==> src/rtl/alu_exec.sv <==
// rtl/alu_exec.sv - LC-3 execute stage: ADD/AND/NOT single-cycle, optional shift-add MUL
//
// Captures the SR1/SR2 register-file operands (or sext(imm5) as B), produces
// Result and one-hot NZP condition codes, and uses a Start/Busy/Done
// handshake so the control FSM can sequence single- and multi-cycle ops alike.
//
// Build option: define ALU_MUL_EN to make ALUK=11 a WIDTH-cycle shift-add
// multiply. Without it, ALUK=11 is PASSA (Result <= A), single-cycle, and
// Busy is tied low.
//
// Ports:
//   Clk      in   rising-edge clock
//   Reset    in   synchronous, active-high
//   Start    in   operation request, accepted in IDLE or DONE
//   ALUK     in   00 ADD, 01 AND, 10 NOT(A), 11 MUL / PASSA
//   SR2MUX   in   1 = B is sext(IR_imm5), 0 = B is SR2_In
//   IR_imm5  in   immediate field
//   SR1_In   in   A operand
//   SR2_In   in   B operand
//   Busy     out  high while a multiply is in progress
//   Done     out  high for the single cycle after completion
//   Result   out  last completed result, held until the next completion
//   NZP      out  {N,Z,P} of Result, one-hot

module alu_exec #(
  parameter int WIDTH = 16
) (
  input  logic             Clk,
  input  logic             Reset,
  input  logic             Start,
  input  logic [1:0]       ALUK,
  input  logic             SR2MUX,
  input  logic [4:0]       IR_imm5,
  input  logic [WIDTH-1:0] SR1_In,
  input  logic [WIDTH-1:0] SR2_In,
  output logic             Busy,
  output logic             Done,
  output logic [WIDTH-1:0] Result,
  output logic [2:0]       NZP
);

  logic [WIDTH-1:0] b_val;
  logic [WIDTH-1:0] single_res;

  assign b_val = SR2MUX ? {{(WIDTH-5){IR_imm5[4]}}, IR_imm5} : SR2_In;

  // Code 11 falls through to PASSA; in the multiply build the FSM never
  // takes this path for ALUK=11, so the default arm is harmless there.
  always_comb begin
    single_res = SR1_In;
    case (ALUK)
      2'b00:   single_res = SR1_In + b_val;
      2'b01:   single_res = SR1_In & b_val;
      2'b10:   single_res = ~SR1_In;
      default: single_res = SR1_In;
    endcase
  end

  function automatic logic [2:0] nzp_of(input logic [WIDTH-1:0] r);
    if (r[WIDTH-1])
      return 3'b100;
    else if (r == '0)
      return 3'b010;
    else
      return 3'b001;
  endfunction

`ifdef ALU_MUL_EN

  localparam int CW = $clog2(WIDTH);
  localparam logic [CW-1:0] LAST = CW'(WIDTH - 1);

  typedef enum logic [1:0] {
    ST_IDLE = 2'd0,
    ST_MUL  = 2'd1,
    ST_DONE = 2'd2
  } state_t;

  state_t           state;
  logic [WIDTH-1:0] acc;
  logic [WIDTH-1:0] mcand;
  logic [WIDTH-1:0] mplier;
  logic [CW-1:0]    cnt;
  logic [WIDTH-1:0] acc_step;

  // Multiplicand shifts left each cycle, so bits shifted past WIDTH are
  // dropped: this yields exactly the low WIDTH bits of the product, which is
  // the same for signed and unsigned operands.
  assign acc_step = mplier[0] ? (acc + mcand) : acc;

  always_ff @(posedge Clk) begin
    if (Reset) begin
      state  <= ST_IDLE;
      acc    <= '0;
      mcand  <= '0;
      mplier <= '0;
      cnt    <= '0;
      Result <= '0;
      NZP    <= 3'b010;
    end else if (state == ST_MUL) begin
      // Start is deliberately not looked at here.
      acc    <= acc_step;
      mcand  <= mcand << 1;
      mplier <= mplier >> 1;
      cnt    <= cnt + 1'b1;
      if (cnt == LAST) begin
        Result <= acc_step;
        NZP    <= nzp_of(acc_step);
        state  <= ST_DONE;
      end
    end else begin
      if (Start) begin
        if (ALUK == 2'b11) begin
          acc    <= '0;
          cnt    <= '0;
          mcand  <= SR1_In;
          mplier <= b_val;
          state  <= ST_MUL;
        end else begin
          Result <= single_res;
          NZP    <= nzp_of(single_res);
          state  <= ST_DONE;
        end
      end else begin
        state <= ST_IDLE;
      end
    end
  end

  assign Busy = (state == ST_MUL);
  assign Done = (state == ST_DONE);

`else

  typedef enum logic {
    ST_IDLE = 1'b0,
    ST_DONE = 1'b1
  } state_t;

  state_t state;

  always_ff @(posedge Clk) begin
    if (Reset) begin
      state  <= ST_IDLE;
      Result <= '0;
      NZP    <= 3'b010;
    end else if (Start) begin
      Result <= single_res;
      NZP    <= nzp_of(single_res);
      state  <= ST_DONE;
    end else begin
      state <= ST_IDLE;
    end
  end

  assign Busy = 1'b0;
  assign Done = (state == ST_DONE);

`endif

endmodule
==> config.mk <==
export PLATFORM = sky130hd
export DESIGN_NAME = alu_exec
export DESIGN_NICKNAME = d
export VERILOG_FILES = /design/src/rtl/alu_exec.sv
export SDC_FILE = /design/constraint.sdc
export NUM_CORES = 1
export LEC_CHECK = 0
export CAP_MARGIN = 25
export CORE_MARGIN = 2
export CORE_UTILIZATION = 52
export DETAILED_ROUTE_END_ITERATION = 10
export PLACE_DENSITY = 0.83
export SYNTH_ARGS = -nofsm -noshare
export SYNTH_HDL_FRONTEND = slang
export SYNTH_SLANG_ARGS = --single-unit
==> constraint.sdc <==
create_clock -name Clk -period 10.15 [get_ports Clk]
set_clock_uncertainty 0.15 [all_clocks]
set_input_delay 2.03 -clock Clk [delete_from_list [all_inputs] [get_ports Clk]]
set_output_delay 2.03 -clock Clk [all_outputs]
set_load 0.05 [all_outputs]
==> flow_metrics.env, run 1 <==
export IMPL_synth_edf_count=0
export IMPL_synth_most_common_cell="nor2_1"
export IMPL_final_cells=391
export IMPL_tightest_slew_ns=0.938
export IMPL_cp_cell_sequence="clkdlybuf4s50_1, mux2_2, ha_1, inv_1, fa_1, nor2b_4, nor3_1, a211oi_1, a21oi_1, or3b_1, nor3b_1, and4b_1, nand4_1, o311a_1"
export IMPL_power_switching_mw=0.124
export IMPL_min_period_ns=5.77
export IMPL_clkTransAtPathRegs_ns=0.07
export IMPL_track_usage_pct=25.0
export IMPL_dieArea_um2=4640
export IMPL_synth_fp_nets=354
export IMPL_syn2layout_area_growth_pct=30.9
export IMPL_grt_overflow_total=0
export IMPL_final_nets=402
export IMPL_fin_ws_ns=4.38
export IMPL_die_h_um=68.1
export IMPL_swShare_pct=41.0
export IMPL_p_comb_share_pct=54.4
export IMPL_ctsResizeCount=0
export IMPL_crit_type="input pin to flip-flop"
export IMPL_netlist_top_cells_area="dfxtp_1 (18%), ha_1 (9.4%), nor2_1 (7.0%)"
export IMPL_cts_tree="built"
export IMPL_start_kind="input pin"
export IMPL_via_per_inst=5.80
export IMPL_maxCapViolCount=0
export IMPL_post_cts_buffers=0
export IMPL_grt_pass1_vias=2129
export IMPL_detail_route_antenna_nets=0
export IMPL_place_congestion=0.986
export IMPL_dp_worst_setup_slack_ns=4.16
export IMPL_yosysSeqAreaShare_pct=17.8
export IMPL_powerDensity_nw_per_um2=108
export IMPL_drt_iter0_drc=179
export IMPL_crit_slowest_cell="clkdlybuf4s50_1"
export IMPL_path_delay_family="simple AND/OR/NAND/NOR gates"
export IMPL_start_util_pct=53.8
export IMPL_drc=0
export IMPL_status="finished clean"
export IMPL_p_int_mw=0.178
export IMPL_wl_mm=5.70
export IMPL_worstPathRequired_ns=10.14
export IMPL_yosys_top_cells_count="nor2_1 (40), o21ai_0 (25), a21oi_1 (22), inv_1 (22), dfxtp_1 (19)"
export IMPL_cts_root_buf="clkbuf_8"
export IMPL_diodes=0
export IMPL_ys_async_sr_fraction_pct=0
export IMPL_io_buffers=62
export IMPL_dp_cells=386
export IMPL_setup_tns_ns=0
export IMPL_clk_latency_ns=0.25
export IMPL_cp_max_fo=17
export IMPL_die_width_um=68.1
export IMPL_ys_seq_elements=19
export IMPL_p_leak_nw=1.20
export IMPL_fin_area_um2=2800
export IMPL_min_path_type="flip-flop to flip-flop"
export IMPL_drt_first_pass_iters=6
export IMPL_synth_area_um2=2140
export IMPL_synth_warnings=0
export IMPL_yosysTopAreaCell="dfxtp_1"
export IMPL_core_um2=3970
export IMPL_p_clk_share_pct=17.5
export IMPL_grt_max_degree=28
export IMPL_end_kind="flip-flop"
export IMPL_cts_buffers=3
export IMPL_grt_pass1_wl_mm=9.08
export IMPL_netlist_instances=294
export IMPL_cts_max_level=1
export IMPL_cp_num_buf_inv=2
export IMPL_io_pin_count=64
export IMPL_period_share_pct=56.8
export IMPL_yosys_cell_types_count=55
export IMPL_dp_hpwl_mm=4.44
export IMPL_clkSinkCount=19
export IMPL_yosys_area_top_type_share_pct=17.8
export IMPL_rsz0062_at_grt="no"
export IMPL_max_stage_delay_ns=0.86
export IMPL_fillers=364
export IMPL_pwr_share_seq_pct=28.1
export IMPL_rows=23
export IMPL_finalSetupViolCount=0
export IMPL_relSlewSlack_pct=37.3
export IMPL_hold_buffers=0
export IMPL_ir_drop_uv=54.6
export IMPL_hold_viol=0
export IMPL_antenna_found_initial=0
export IMPL_crit_arrival_ns=5.76
export IMPL_drv_slew=0
export IMPL_fmax_mhz=173
export IMPL_vias=2266
export IMPL_layout_drive_gt1_share_pct=4.69
export IMPL_clk_path_buf_depth=2
export IMPL_syn_avg_cell_area_um2=7.27
export IMPL_yosys_most_used_dff="dfxtp_1"
export IMPL_wl_per_cell_um=14.6
export IMPL_placed_cell_area_um2=2730
## sequential cells by signal, summed over array words and instances (netlist names)
signal,count
Done,1
NZP,2
Result,16
## metrics by stage
| stage | power [mW] | util (%) | hold WS, ns |
|---|---|---|---|
| 3_3_place_gp | 0.243 | 68.6 | 0.325 |
| 6_report | 0.301 | 70.5 | 0.342 |
| 2_1_floorplan | 0.198 | - | 0.541 |
| 4_1_cts | 0.300 | 69.8 | 0.340 |
| 5_1_grt | 0.319 | 70.5 | 0.350 |
| 3_5_place_dp | 0.247 | 68.6 | 0.327 |
## power groups by stage
stage               Clock [mW]  Sequential, mW  Combinational, mW
floorplan                    0           0.108             0.0906
global placement             0          0.0860              0.157
detailed placement           0          0.0862              0.161
CTS                     0.0540          0.0846              0.161
global route            0.0556          0.0851              0.178
finish                  0.0528          0.0846              0.164
## kinds of logic (layout without fill, tap and decap cells)
family	count (synthesis)	after routing	synth area share (%)
mux	17	17	8.13
buf+inv	43	90	8.72
compound gates	84	84	25.3
flops	19	19	17.8
xor+xnor	23	23	9.42
other cells	1	1	0.175
simple gates	90	90	20.1
fa+ha+maj	17	17	10.3
## routing by layer
layer	GRT usage, %	vias to the layer above	share of wire (%)
met2	46.6	106	50
met4	4.50	0	0.77
met3	3.13	6	6.2
met1	30.8	1035	43
li1	-	1119	-
met5	0	-	0
## worst paths after layout
check	startpoint	endpoint	slack, ns	cells past startpoint
setup / recovery	SR2MUX	NZP[0]$_SDFFE_PP0P_	4.38	14
hold / removal	Result[8]$_SDFFE_PP0P_	Result[8]$_SDFFE_PP0P_	0.34	2
setup reg to reg	NZP[0]$_SDFFE_PP0P_	NZP[0]$_SDFFE_PP0P_	9.24	3
hold reg to reg	Result[8]$_SDFFE_PP0P_	Result[8]$_SDFFE_PP0P_	0.34	2
## worst register-to-register path, stage by stage (launching register included)
cell and delay [ns]:
dfxtp_1 0.34, inv_1 0.04, o21ai_0 0.14, o311a_1 0.18
## final cells by class
type,count,area (um^2),share of cell area (%)
sequential,19,380,13.6
multi-input combinational,232,1570,56.1
clock buffer,3,41.3,1.48
tap,50,62.6,2.24
timing repair buffer,64,656,23.4
inverter,22,82.6,2.95
clock inverter,1,5.00,0.179
## layout by cell type (no fill, tap or decap), drive strengths merged, types with 2 or more instances in the layout
| cell type | count |
|---|---|
| mux2i | 14 |
| o211ai | 2 |
| dfxtp | 19 |
| mux2 | 3 |
| a211oi | 9 |
| xnor2 | 10 |
| nand2 | 16 |
| nor3 | 3 |
| clkbuf | 3 |
| nand2b | 4 |
| and2 | 3 |
| nor2b | 4 |
| o21bai | 2 |
| a22oi | 2 |
| nand4 | 3 |
| clkdlybuf4s50 | 62 |
| inv | 22 |
| o221ai | 2 |
| ha | 16 |
| a21o | 5 |
| a31oi | 3 |
| buf | 2 |
| xor2 | 13 |
| o21ai | 26 |
| a21oi | 22 |
| a221oi | 2 |
| nand3 | 7 |
| nor2 | 41 |
Note: power is estimated with default switching activity, not from simulation.
==> run 2: changes to the inputs <==
Settings changed: CORE_UTILIZATION 52 to 48, PLACE_DENSITY 0.83 to 0.77.
Clock period 10.15 ns to 5.4 ns, I/O delays scaled along.
==> flow_metrics.env, run 2 (synthesis results as in run 1) <==
export IMPL_multiInputGateArea_um2=1570
export IMPL_layout_common_cells="clkdlybuf4s50_1 (62), nor2_1 (40), o21ai_0 (25), inv_1 (22), a21oi_1 (22)"
export IMPL_place_congestion=0.907
export IMPL_largest_reg_flops=16
export IMPL_crit_slowest_cell="clkdlybuf4s50_1"
export IMPL_die_h_um=70.7
export IMPL_regArea_um2=380
export IMPL_cts_max_level=1
export IMPL_antenna_found_initial=0
export IMPL_track_usage_pct=21.4
export IMPL_rsz0062_at_grt="no"
export IMPL_crit_arrival_ns=4.43
export IMPL_drt_iter0_drc=124
export IMPL_min_period_ns=4.44
export IMPL_dp_cells=389
export IMPL_maxCapViolCount=0
export IMPL_wl_per_cell_um=13.6
export IMPL_diodes=0
export IMPL_min_path_type="flip-flop to flip-flop"
export IMPL_timing_rr_start="NZP[0]$_SDFFE_PP0P_"
export IMPL_post_cts_buffers=0
export IMPL_hold_viol=0
export IMPL_worstPathRequired_ns=5.39
export IMPL_period_share_pct=82.2
export IMPL_start_kind="input pin"
export IMPL_grt_max_degree=28
export IMPL_cp_num_buf_inv=2
export IMPL_syn2layout_area_growth_pct=31.2
export IMPL_hold_buffers=0
export IMPL_cp_max_fo=14
export IMPL_drt_first_pass_iters=5
export IMPL_endpoint="NZP[0]$_SDFFE_PP0P_"
export IMPL_path_delay_family="compound AO/OA/AOI/OAI gates"
export IMPL_drv_slew=0
export IMPL_powerDensity_nw_per_um2=200
export IMPL_dieArea_um2=5000
export IMPL_cts_tree="built"
export IMPL_max_stage_delay_ns=0.50
export IMPL_rows=24
export IMPL_ir_drop_uv=122
export IMPL_grt_pass1_vias=2006
export IMPL_r2r_end="NZP[0]$_SDFFE_PP0P_"
export IMPL_drc=0
export IMPL_finish_utilization_pct=64.9
export IMPL_p_leak_nw=1.21
export IMPL_vias=2206
export IMPL_startpoint="SR2MUX"
export IMPL_final_nets=403
export IMPL_via_per_inst=5.60
export IMPL_clk_path_buf_depth=2
export IMPL_largest_register="Result"
export IMPL_wl_mm=5.35
export IMPL_fillers=409
export IMPL_start_util_pct=49.5
export IMPL_layout_drive_gt1_share_pct=4.68
export IMPL_status="finished clean"
export IMPL_cts_buffers=3
export IMPL_crit_type="input pin to flip-flop"
export IMPL_clkSinkCount=19
export IMPL_finalSetupViolCount=0
export IMPL_io_pin_count=64
export IMPL_final_cells=394
export IMPL_die_width_um=70.7
export IMPL_setup_tns_ns=0
export IMPL_grt_pass1_wl_mm=9.01
export IMPL_worst_r2r_cell_count=3
export IMPL_relSlewSlack_pct=39.3
export IMPL_dp_hpwl_mm=4.23
export IMPL_detail_route_antenna_nets=0
export IMPL_grt_overflow_total=0
export IMPL_clkTransAtPathRegs_ns=0.07
export IMPL_io_buffers=62
export IMPL_cp_cell_sequence="clkdlybuf4s50_1, buf_4, nand2_1, o21ai_0, ha_1, a21oi_1, o211ai_2, xor2_1, a222oi_1, nor3b_1, and4b_1, nand4_1, o311a_1"
export IMPL_ctsResizeCount=0
export IMPL_core_um2=4320
export IMPL_path_depth=13
export IMPL_end_kind="flip-flop"
export IMPL_fmax_mhz=225
export IMPL_tightest_slew_ns=0.908
export IMPL_clk_latency_ns=0.25
export IMPL_cts_root_buf="clkbuf_8"
export IMPL_final_common_cell="clkdlybuf4s50_1"
export IMPL_r2r_slack_ns=4.51
==> run 2: report_power, final <==
group	switching, mW	internal (mW)	leakage (nW)
registers	0.00643	0.152	0.157
clock network	0.0451	0.0524	0.0228
logic	0.173	0.130	1.03
total	0.225	0.335	1.21
==> run 2: stage by stage <==
stage	cell area [um^2]	setup WS (ns)	hold WS, ns	total power [mW]
6_report	2810	0.964	0.332	0.560
5_1_grt	2810	0.707	0.348	0.596
4_1_cts	2780	0.978	0.335	0.561
3_5_place_dp	2740	0.717	0.324	0.462
3_3_place_gp	2740	0.797	0.327	0.459
2_1_floorplan	2140	1.37	0.541	0.373
==> run 2: tightest hold or removal path, stage by stage (launching register included) <==
cell and delay, ns:
dfxtp_1 0.31, nor2_1 0.08, a211oi_1 0.05
==> run 2: worst min path at each step <==
stage,start,end,slack [ns],depth (start not counted)
final,Result[12]$_SDFFE_PP0P_,Result[12]$_SDFFE_PP0P_,0.33,2
after detailed placement,Result[8]$_SDFFE_PP0P_,Result[8]$_SDFFE_PP0P_,0.32,2
after CTS,Result[8]$_SDFFE_PP0P_,Result[8]$_SDFFE_PP0P_,0.33,2
after global routing,Result[12]$_SDFFE_PP0P_,Result[12]$_SDFFE_PP0P_,0.35,2
after floorplan,Result[8]$_SDFFE_PP0P_,Result[8]$_SDFFE_PP0P_,0.54,2
after global placement,Result[8]$_SDFFE_PP0P_,Result[8]$_SDFFE_PP0P_,0.33,2
==> run 2: routing by layer <==
metal	share of wire [%]	up-vias	wire length, um	track usage (%)
met1	45	990	2390	28.5
met2	48	75	2560	36.7
li1	-	1127	-	-
met3	5.1	14	273	2.56
met5	0	-	0	0
met4	2.3	0	123	6.08
==> run 2: final cells by class <==
class	instances	share of cell area, %
Tap cell	52	2.32
Sequential cell	19	13.6
Inverter	22	2.94
Timing Repair Buffer	65	23.6
Multi-Input combinational cell	232	56.0
Clock buffer	4	1.61
